$ cat src/rtl/xalu_mac_if.sv
// Operation/result handshake bundle for the xalu_mac approximate-arithmetic unit.
// master drives requests and result acceptance; slave is the unit itself.
interface xalu_mac_if #(
   parameter int unsigned XLEN = 32
);
   logic            valid_i;
   logic            ready_o;
   logic [2:0]      op_i;
   logic [XLEN-1:0] a_i;
   logic [XLEN-1:0] b_i;
   logic            valid_o;
   logic            ready_i;
   logic [XLEN-1:0] result_o;
   logic            sat_o;

   modport master (
      output valid_i, op_i, a_i, b_i, ready_i,
      input  ready_o, valid_o, result_o, sat_o
   );

   modport slave (
      input  valid_i, op_i, a_i, b_i, ready_i,
      output ready_o, valid_o, result_o, sat_o
   );
endinterface

$ cat src/rtl/xalu_mac.sv
// Multi-cycle exact/approximate add, multiply and saturating multiply-accumulate
// (X-unit) with an iterative shift-add multiplier and DRUM operand truncation.
module xalu_mac #(
   parameter int unsigned XLEN   = 32,
   parameter int unsigned SEG_W  = 4,
   parameter int unsigned DRUM_K = 4
) (
   input  logic        clk_i,
   input  logic        rst_i,
   xalu_mac_if.slave   bus
);
   localparam int unsigned H    = XLEN / 2;
   localparam int unsigned NSEG = XLEN / SEG_W;
   localparam int unsigned CW   = $clog2(H + 1);
   localparam int unsigned SW   = $clog2(XLEN + 1);

   localparam logic [2:0] OP_ADD    = 3'd0;
   localparam logic [2:0] OP_XADD   = 3'd1;
   localparam logic [2:0] OP_MUL    = 3'd2;
   localparam logic [2:0] OP_XMUL   = 3'd3;
   localparam logic [2:0] OP_MAC    = 3'd4;
   localparam logic [2:0] OP_XMAC   = 3'd5;
   localparam logic [2:0] OP_CLRACC = 3'd6;
   localparam logic [2:0] OP_RDACC  = 3'd7;

   typedef enum logic [1:0] {S_IDLE, S_MUL, S_DONE} state_t;

   state_t          state_q, state_d;
   logic [2:0]      op_q;
   logic [XLEN-1:0] mcand_q;
   logic [H-1:0]    mplier_q;
   logic [XLEN-1:0] prod_q;
   logic [CW-1:0]   cnt_q;
   logic [SW-1:0]   shamt_q;
   logic [XLEN-1:0] acc_q;
   logic            sat_q;
   logic [XLEN-1:0] result_q;

   // Segmented adder: each segment's carry-in is speculated from the
   // previous segment alone (its own carry-in assumed zero).
   function automatic logic [XLEN-1:0] xadd(input logic [XLEN-1:0] a, input logic [XLEN-1:0] b);
      logic [XLEN-1:0] r;
      logic [SEG_W:0]  g;
      logic [SEG_W:0]  s;
      logic            c;
      r = '0;
      c = 1'b0;
      for (int i = 0; i < int'(NSEG); i++) begin
         g = {1'b0, a[i*SEG_W +: SEG_W]} + {1'b0, b[i*SEG_W +: SEG_W]};
         s = g + (SEG_W+1)'(c);
         r[i*SEG_W +: SEG_W] = s[SEG_W-1:0];
         c = g[SEG_W];
      end
      return r;
   endfunction

   // DRUM truncation: keep DRUM_K bits from the leading one, force the LSB.
   function automatic void drum(input logic [H-1:0] x, output logic [H-1:0] xp,
                                output logic [SW-1:0] s);
      int p;
      p  = 0;
      xp = x;
      s  = '0;
      for (int i = 0; i < int'(H); i++) begin
         if (x[i]) p = i;
      end
      if (p >= int'(DRUM_K)) begin
         s  = SW'(p - int'(DRUM_K) + 1);
         xp = (x >> s) | H'(1);
      end
   endfunction

   logic            accept;
   logic            is_mul_op;
   logic            is_approx;
   logic            is_mac;
   logic [H-1:0]    a_x, b_x;
   logic [SW-1:0]   a_s, b_s;
   logic [XLEN-1:0] prod_step;
   logic [XLEN-1:0] prod_full;
   logic [XLEN:0]   acc_sum;

   always_comb begin
      accept    = bus.valid_i && (state_q == S_IDLE);
      is_mul_op = (bus.op_i == OP_MUL) || (bus.op_i == OP_XMUL) ||
                  (bus.op_i == OP_MAC) || (bus.op_i == OP_XMAC);
      is_approx = (bus.op_i == OP_XMUL) || (bus.op_i == OP_XMAC);
      is_mac    = (op_q == OP_MAC) || (op_q == OP_XMAC);
      drum(bus.a_i[H-1:0], a_x, a_s);
      drum(bus.b_i[H-1:0], b_x, b_s);
      prod_step = prod_q + (mplier_q[0] ? mcand_q : '0);
      prod_full = prod_step << shamt_q;
      acc_sum   = {1'b0, acc_q} + {1'b0, prod_full};
   end

   // State register
   always_ff @(posedge clk_i) begin
      if (rst_i) state_q <= S_IDLE;
      else       state_q <= state_d;
   end

   // Next-state logic
   always_comb begin
      state_d = state_q;
      unique case (state_q)
         S_IDLE:  if (bus.valid_i) state_d = is_mul_op ? S_MUL : S_DONE;
         S_MUL:   if (cnt_q == '0) state_d = S_DONE;
         S_DONE:  if (bus.ready_i) state_d = S_IDLE;
         default: state_d = S_IDLE;
      endcase
   end

   // Operand capture, shift-add iteration and accumulator update
   always_ff @(posedge clk_i) begin
      if (rst_i) begin
         op_q     <= '0;
         mcand_q  <= '0;
         mplier_q <= '0;
         prod_q   <= '0;
         cnt_q    <= '0;
         shamt_q  <= '0;
         acc_q    <= '0;
         sat_q    <= 1'b0;
         result_q <= '0;
      end else if (accept) begin
         op_q   <= bus.op_i;
         prod_q <= '0;
         if (is_approx) begin
            mcand_q  <= XLEN'(a_x);
            mplier_q <= b_x;
            shamt_q  <= a_s + b_s;
            cnt_q    <= CW'(DRUM_K - 1);
         end else begin
            mcand_q  <= XLEN'(bus.a_i[H-1:0]);
            mplier_q <= bus.b_i[H-1:0];
            shamt_q  <= '0;
            cnt_q    <= CW'(H - 1);
         end
         case (bus.op_i)
            OP_ADD:  result_q <= bus.a_i + bus.b_i;
            OP_XADD: result_q <= xadd(bus.a_i, bus.b_i);
            OP_CLRACC: begin
               result_q <= acc_q;
               acc_q    <= '0;
               sat_q    <= 1'b0;
            end
            OP_RDACC: result_q <= acc_q;
            default: ;
         endcase
      end else if (state_q == S_MUL) begin
         prod_q   <= prod_step;
         mcand_q  <= mcand_q << 1;
         mplier_q <= mplier_q >> 1;
         cnt_q    <= cnt_q - CW'(1);
         if (cnt_q == '0) begin
            if (!is_mac) begin
               result_q <= prod_full;
            end else if (acc_sum[XLEN]) begin
               acc_q    <= '1;
               sat_q    <= 1'b1;
               result_q <= '1;
            end else begin
               acc_q    <= acc_sum[XLEN-1:0];
               result_q <= acc_sum[XLEN-1:0];
            end
         end
      end
   end

   // Reset forces the unit idle immediately, so the handshake reflects it in the same cycle
   assign bus.ready_o  = (state_q == S_IDLE) | rst_i;
   assign bus.valid_o  = (state_q == S_DONE) & ~rst_i;
   assign bus.result_o = result_q;
   assign bus.sat_o    = sat_q;
endmodule

$ cat src/flat_wrapper.sv
// flat-port wrapper written by rule: the top's interface ports become plain ports
module xalu_mac_flat 
#(
   parameter int unsigned XLEN   = 32,
   parameter int unsigned SEG_W  = 4,
   parameter int unsigned DRUM_K = 4
)
  (clk_i, rst_i, bus_valid_i, bus_op_i, bus_a_i, bus_b_i, bus_ready_i, bus_ready_o, bus_valid_o, bus_result_o, bus_sat_o);
  xalu_mac_if #(.XLEN(XLEN)) bus_i ();
  input  logic clk_i;
  input  logic rst_i;
  input wire logic [$bits(bus_i.valid_i)-1:0] bus_valid_i;
  input wire logic [$bits(bus_i.op_i)-1:0] bus_op_i;
  input wire logic [$bits(bus_i.a_i)-1:0] bus_a_i;
  input wire logic [$bits(bus_i.b_i)-1:0] bus_b_i;
  input wire logic [$bits(bus_i.ready_i)-1:0] bus_ready_i;
  output wire logic [$bits(bus_i.ready_o)-1:0] bus_ready_o;
  output wire logic [$bits(bus_i.valid_o)-1:0] bus_valid_o;
  output wire logic [$bits(bus_i.result_o)-1:0] bus_result_o;
  output wire logic [$bits(bus_i.sat_o)-1:0] bus_sat_o;
  assign bus_i.valid_i = bus_valid_i;
  assign bus_i.op_i = bus_op_i;
  assign bus_i.a_i = bus_a_i;
  assign bus_i.b_i = bus_b_i;
  assign bus_i.ready_i = bus_ready_i;
  assign bus_ready_o = bus_i.ready_o;
  assign bus_valid_o = bus_i.valid_o;
  assign bus_result_o = bus_i.result_o;
  assign bus_sat_o = bus_i.sat_o;
  xalu_mac #(.XLEN(XLEN), .SEG_W(SEG_W), .DRUM_K(DRUM_K)) u_core (.clk_i(clk_i), .rst_i(rst_i), .bus(bus_i));
endmodule
$ cat config.mk
export PLATFORM = sky130hd
export DESIGN_NAME = xalu_mac_flat
export DESIGN_NICKNAME = d
export VERILOG_FILES = /design/src/rtl/xalu_mac_if.sv /design/src/rtl/xalu_mac.sv /design/src/flat_wrapper.sv
export SDC_FILE = /design/constraint.sdc
export NUM_CORES = 1
export LEC_CHECK = 0
export ABC_AREA = 1
export ABC_CLOCK_PERIOD_IN_PS = 9000
export CELL_PAD_IN_SITES_DETAIL_PLACEMENT = 1
export CELL_PAD_IN_SITES_GLOBAL_PLACEMENT = 1
export CORE_ASPECT_RATIO = 0.6
export CORE_MARGIN = 2
export CORE_UTILIZATION = 44
export DETAILED_ROUTE_END_ITERATION = 8
export HOLD_SLACK_MARGIN = 0.05
export PLACE_DENSITY_LB_ADDON = 0.1
export SLEW_MARGIN = 30
export SYNTH_ARGS = -nofsm -noshare
export SYNTH_HDL_FRONTEND = slang
export SYNTH_SLANG_ARGS = --single-unit
export TNS_END_PERCENT = 100
$ cat constraint.sdc
create_clock -name clk_i -period 9 [get_ports clk_i]
set_input_delay 0.9 -clock clk_i [delete_from_list [all_inputs] [get_ports clk_i]]
set_output_delay 0.9 -clock clk_i [all_outputs]
set_load 0.005 [all_outputs]
# Yosys cells after proc, flatten, opt, wreduce, memory -nomap -nowiden
# Cells that the tools add are included.
# op_classes
shifts	3
n_lt_le_gt_ge	2
reduce_logical	19
muxes	67
eq_ne	16
bitwise_logic	3
add_sub_neg	24
# ops
operator	count
2-to-1 mux 32 bit	27
2-to-1 mux 16 bit	6
one-hot mux 32 bit (3 select lines)	1
adder 32 bit	2
2-to-1 mux 4 bit	9
adder 4 x 4 -> 5 bit	7
adder 32 x 32 -> 33 bit	1
>= comparator 32 x 4 -> 1 bit (second input constant)	1
<< shifter 32 x 6 -> 32 bit	1
>> shifter 16 x 6 -> 16 bit	2
adder 4 x 1 -> 4 bit	7
equality test 3 bit (second input constant)	6
2-to-1 mux 6 bit	3
adder 6 x 2 -> 6 bit (second input constant)	2
2-to-1 mux 2 bit	6
2-to-1 mux 3 bit	4
2-to-1 mux 5 bit	2
2-to-1 mux 1 bit	8
inequality test 2 bit (second input constant)	4
nonzero test 2 bit	4
adder 6 bit	1
equality test 3 x 2 -> 1 bit (second input constant)	2
one-hot mux 2 bit (3 select lines)	1
AND reduction 3 bit	2
other kinds (20)	25
# totals
output_inout_bits	35
in_bits	71
ff_bits	161
wordCells	144

# Longest topological paths before layout
# logic_depth
word_depth	21
depth_mapped	41
mapped_depth_nobuf	38

# Worst setup path before layout
# OpenSTA, ideal clock, no wires.
# synth_timing
kind	flip-flop to flip-flop
startpoint	reg u_core.mplier_q[0]
endpoint	reg u_core.result_q[4], in the netlist u_core.bus.result_o[4]
required_ps	8883
path_buffers	3
t_arrival_ps	4540
stages_incl_launch_ff	36
synth_period_minus_slack_ps	4658
setup_slack_ps	4342
setup_ps	117
cell_sequence	dfxtp_1 > clkbuf_1 > clkbuf_1 > nand2_1 > inv_1 > ha_1 > inv_1 > fa_1 > inv_1 > nand3_1 > nand2_2 > nand2_1 > nand2_2 > nand3_2 > nand2_1 > nand2_1 > nand2_1 > nand2_1 > nand3_1 > nand3_1 > nand3_1 > a21oi_1 > or2_1 > a21oi_1 > ha_1 > a21oi_1 > o21ai_0 > a2111oi_2 > nand2_4 > inv_6 > buf_6 > nand2_2 > nand2_1 > nand2_1 > o221ai_1 > inv_1
# synth_between
elab_chain_len	9
# synth_lines
element	line_no	text
start, declared	xalu_mac.sv:31	logic [H-1:0] mplier_q;
start signal, assigned	xalu_mac.sv:135	mplier_q <= bus.b_i[H-1:0];
start signal, assigned	xalu_mac.sv:153	mplier_q <= mplier_q >> 1;
2-to-1 mux 32 bit (*)	xalu_mac.sv:91	prod_step = prod_q + (mplier_q[0] ? mcand_q : '0);
adder 32 bit (*)	xalu_mac.sv:91	
<< shifter 32 x 6 -> 32 bit (*)	xalu_mac.sv:92	prod_full = prod_step << shamt_q;
adder 32 x 32 -> 33 bit	xalu_mac.sv:93	acc_sum = {1'b0, acc_q} + {1'b0, prod_full};
2-to-1 mux 32 bit	xalu_mac.sv:158	end else if (acc_sum[XLEN]) begin
2-to-1 mux 32 bit (*)	xalu_mac.sv:156	if (!is_mac) begin
2-to-1 mux 32 bit (*)	xalu_mac.sv:155	if (cnt_q == '0) begin
2-to-1 mux 32 bit (*)	xalu_mac.sv:150	end else if (state_q == S_MUL) begin
2-to-1 mux 32 bit (*)	xalu_mac.sv:125	end else if (accept) begin
end signal, assigned	xalu_mac.sv:147	OP_RDACC: result_q <= acc_q;
end signal, assigned	xalu_mac.sv:157	result_q <= prod_full;
end signal, assigned	xalu_mac.sv:164	result_q <= acc_sum[XLEN-1:0];
end, declared	xalu_mac.sv:37	logic [XLEN-1:0] result_q;
# Mark *: on every way between the ends. The rest lies on a longest branch, timed or not. The select of a mux whose other input is x is not followed.
# A chain may end at the register's enable or synchronous reset.

# Worst setup path in the final report
# layout_timing
startpoint	reg u_core.mplier_q[0]
endpoint	reg u_core.result_q[6], in the netlist u_core.bus.result_o[6]
# Same word-level chain as after synthesis.

==> results.toml <==
[status]
status = "complete, no violations"

[critical_path]
crit_buf_inv = 6
cpMostUsedCell = "nand2_1"
critPathCaptureType = "flip-flop"
r2r_slack_ns = 3.35
worst-path-max-fanout = 31
crit_arrival_ns = 5.99
crit_slowest_cell = "a31oi_1"
start_kind = "flip-flop"
crit_family = "simple AND/OR/NAND/NOR gates"
cp.required_ns = 9.34
crit_type = "reg2reg"
slowest_delay_ns = 0.38

[detailed_routing]
drcViolationCount = 0
drt_pass1_iterations = 5
postRouteWirelength_um = 75900
viasPerCell = 5.97
routedWlPerCell_um = 21.8
vias = 20800
first_iter_violations = 2151
antenna_left = 0

[global_route]
grt_pass1_vias = 20100
use_met3 = 0.0810
antenna_found_initial = 2
grt_pass1_wl_um = 117000
grt_busiest_layer = "met1"
met1_usage = 0.544
grt_util_all_layers = 0.366
grt_max_degree = 85
grt_overflow_total = 0
met2_usage = 0.534

[logic_synthesis]
syn_nets = 3135
synth_edf_count = 0
synth_ff_type = "dfxtp_1"
syn-cell-area_sq_um = 17400
synth_cells = 2933
synth_cell_types = 66
yosysWarnings = 0
syn_avg_cell_area_sq_um = 5.93
yosysSeqAreaShare = 0.184
synth-async-reset-ratio = 0
ys_ff_latch = 160

[die]
die_h_um = 158
start_util = 0.445
fp.dieW_um = 261
fp.coreArea_sq_um = 39000
ioPinCount = 106
fp.dieArea_sq_um = 41200
rows = 56

[sta]
skew_ns = 0.0146
timing.fmax_ghz = 0.177
finalSetupTns_ns = 0
setup_violations = 0
relSlewSlack = 0.290
fin_crit_ns = 5.65
post-route-period-util = 0.627
hold_ws_ns = 0.469
worst_slack_ns = 3.35
final_hold_viol_count = 0
timing_max_transition_violations_final = 0
grt_setup_unrepaired = "false"
tightest_slew_ns = 1.06

[clock_tree]
cts_setup_buffers = 0
cts_hold_buf = 0
numClockSinks = 160
htree_levels = 4
cts_tree = "done"
clk-insertion-delay-late_ns = 0.46
root_buffer = "clkbuf_16"
cts.clk_slew.worst_paths_ns = 0.08
clockBufferDepth = 2
numCtsBuffers = 17
ctsResizeCount = 0

[cells_and_area]
fillers = 5426
fin_area_sq_um = 19300
instances_no_fill = 3485
layout_commonest_cell = "nand2_1"
diodes = 0
num-nets-final = 3152
multi_input_area_sq_um = 12400
area_delta_synth_final_pct = 11.1
regArea_sq_um = 3200
drive_above_1_share = 0.0594
post-route-util = 0.495
layout_common_cells = "818 x nand2_1, 398 x nand3_1, 294 x inv_1, 259 x a21oi_1, 174 x nor2_1"

[placement]
dp.cells = 3453
place_area_sq_um = 18700
dp_hpwl_um = 60200
pre_cts_ws_ns = 3.48
gp_congestion = 1.01
io_buffers = 105

[power]
p_per_area_nw_per_um2 = 138
totalPowerFinal_mw = 2.66
vdd_drop_max_mv = 0.0884
leakagePower_nw = 9.16

[flow_run]
drv_cap = 0

[min_path]
hold_class = "reg2reg"
-- cell families (layout without fill, tap and decap cells) --
logic type / Yosys count / after routing / synth area share
fa+ha+maj: 131 / 131 / 0.0995
flops: 160 / 160 / 0.184
simple gates: 1543 / 1543 / 0.388
buf+inv: 450 / 480 / 0.101
compound gates: 577 / 577 / 0.190
mux: 1 / 1 / 0.000576
other cells: 1 / 1 / 0.000216
xor+xnor: 70 / 70 / 0.0366
-- layer usage --
layer	vias up	share of wire
li1	9805	-
met3	84	0.089
met4	2	0.016
met5	-	0.000092
met1	10200	0.49
met2	757	0.40
-- path summary, 6_finish.rpt --
check                                  start                                   to  cells after the start
min          u_core.mplier_q[6]$_SDFFE_PP0P_      u_core.mplier_q[6]$_SDFFE_PP0P_                      2
max reg2reg  u_core.mplier_q[0]$_SDFFE_PP0P_  u_core.bus.result_o[6]$_SDFFE_PP0P_                     32
max          u_core.mplier_q[0]$_SDFFE_PP0P_  u_core.bus.result_o[6]$_SDFFE_PP0P_                     32
min reg2reg  u_core.mplier_q[6]$_SDFFE_PP0P_      u_core.mplier_q[6]$_SDFFE_PP0P_                      2
-- where the power goes --
group | switching [mW] | internal (mW) | leakage, nW | total (mW)
clock network | 0.370 | 0.407 | 0.284 | 0.777
logic | 0.724 | 0.352 | 7.57 | 1.08
registers | 0.0415 | 0.760 | 1.30 | 0.801
total | 1.14 | 1.52 | 9.16 | 2.66
-- cells in the mapped netlist, types with 3 or more instances --
| cell | n | share of area |
|---|---|---|
| nor3_1 | 23 | 0.0066 |
| a22oi_1 | 3 | 0.0013 |
| nand2_4 | 4 | 0.0026 |
| clkinv_1 | 8 | 0.0017 |
| o21ai_0 | 154 | 0.044 |
| nor2_1 | 177 | 0.038 |
| o211ai_1 | 59 | 0.025 |
| xor2_1 | 33 | 0.017 |
| o21ai_1 | 20 | 0.0058 |
| o22ai_1 | 3 | 0.0011 |
| nand2_2 | 25 | 0.0090 |
| a22o_1 | 3 | 0.0015 |
| or2_1 | 5 | 0.0018 |
| a221oi_1 | 4 | 0.0020 |
| buf_1 | 11 | 0.0024 |
| a21boi_0 | 3 | 0.0013 |
| or2_2 | 19 | 0.0068 |
| o21a_1 | 4 | 0.0017 |
| nor3_2 | 3 | 0.0017 |
| a21oi_1 | 259 | 0.075 |
| clkbuf_1 | 87 | 0.019 |
| nand3_2 | 11 | 0.0063 |
| nand2_1 | 818 | 0.18 |
| o21bai_1 | 6 | 0.0026 |
| o221ai_1 | 4 | 0.0020 |
| nor2_2 | 11 | 0.0040 |
| buf_4 | 6 | 0.0026 |
| nand3_1 | 398 | 0.11 |
| o21ai_2 | 8 | 0.0040 |
| ha_1 | 119 | 0.086 |
| inv_1 | 297 | 0.064 |
| inv_2 | 16 | 0.0035 |
| buf_2 | 22 | 0.0063 |
| a21o_1 | 11 | 0.0048 |
| fa_1 | 12 | 0.014 |
| a31oi_1 | 13 | 0.0047 |
| nand4_1 | 24 | 0.0086 |
| a21oi_2 | 5 | 0.0025 |
| dfxtp_1 | 160 | 0.18 |
| xnor2_1 | 34 | 0.017 |
| nor4_1 | 8 | 0.0029 |
| nand3b_1 | 10 | 0.0043 |
| nor2_4 | 3 | 0.0019 |
-- tightest hold or removal path, cell delays in order, from the launching register on --
cell and delay, ns:
dfxtp_1 0.31, nand2_1 0.06, a21oi_1 0.05
-- flip-flops by register name (all words and copies together), names as in the netlist --
name                 flops
u_core.acc_q            32
u_core.bus.result_o     32
u_core.mcand_q          32
u_core.prod_q           32
u_core.mplier_q         16
u_core.shamt_q           6
u_core.cnt_q             5
u_core.op_q              2
u_core.state_q           2
u_core.bus.sat_o         1
-- final cells by class --
class                      instances  share of cell area
clock inverter                    13             0.00732
multi-input combinational       2323               0.644
inverter                         322              0.0629
tap                              522              0.0338
timing repair buffer             126              0.0625
clock buffer                      19              0.0235
sequential                       160               0.166
Power figures use the tool's default switching activity.
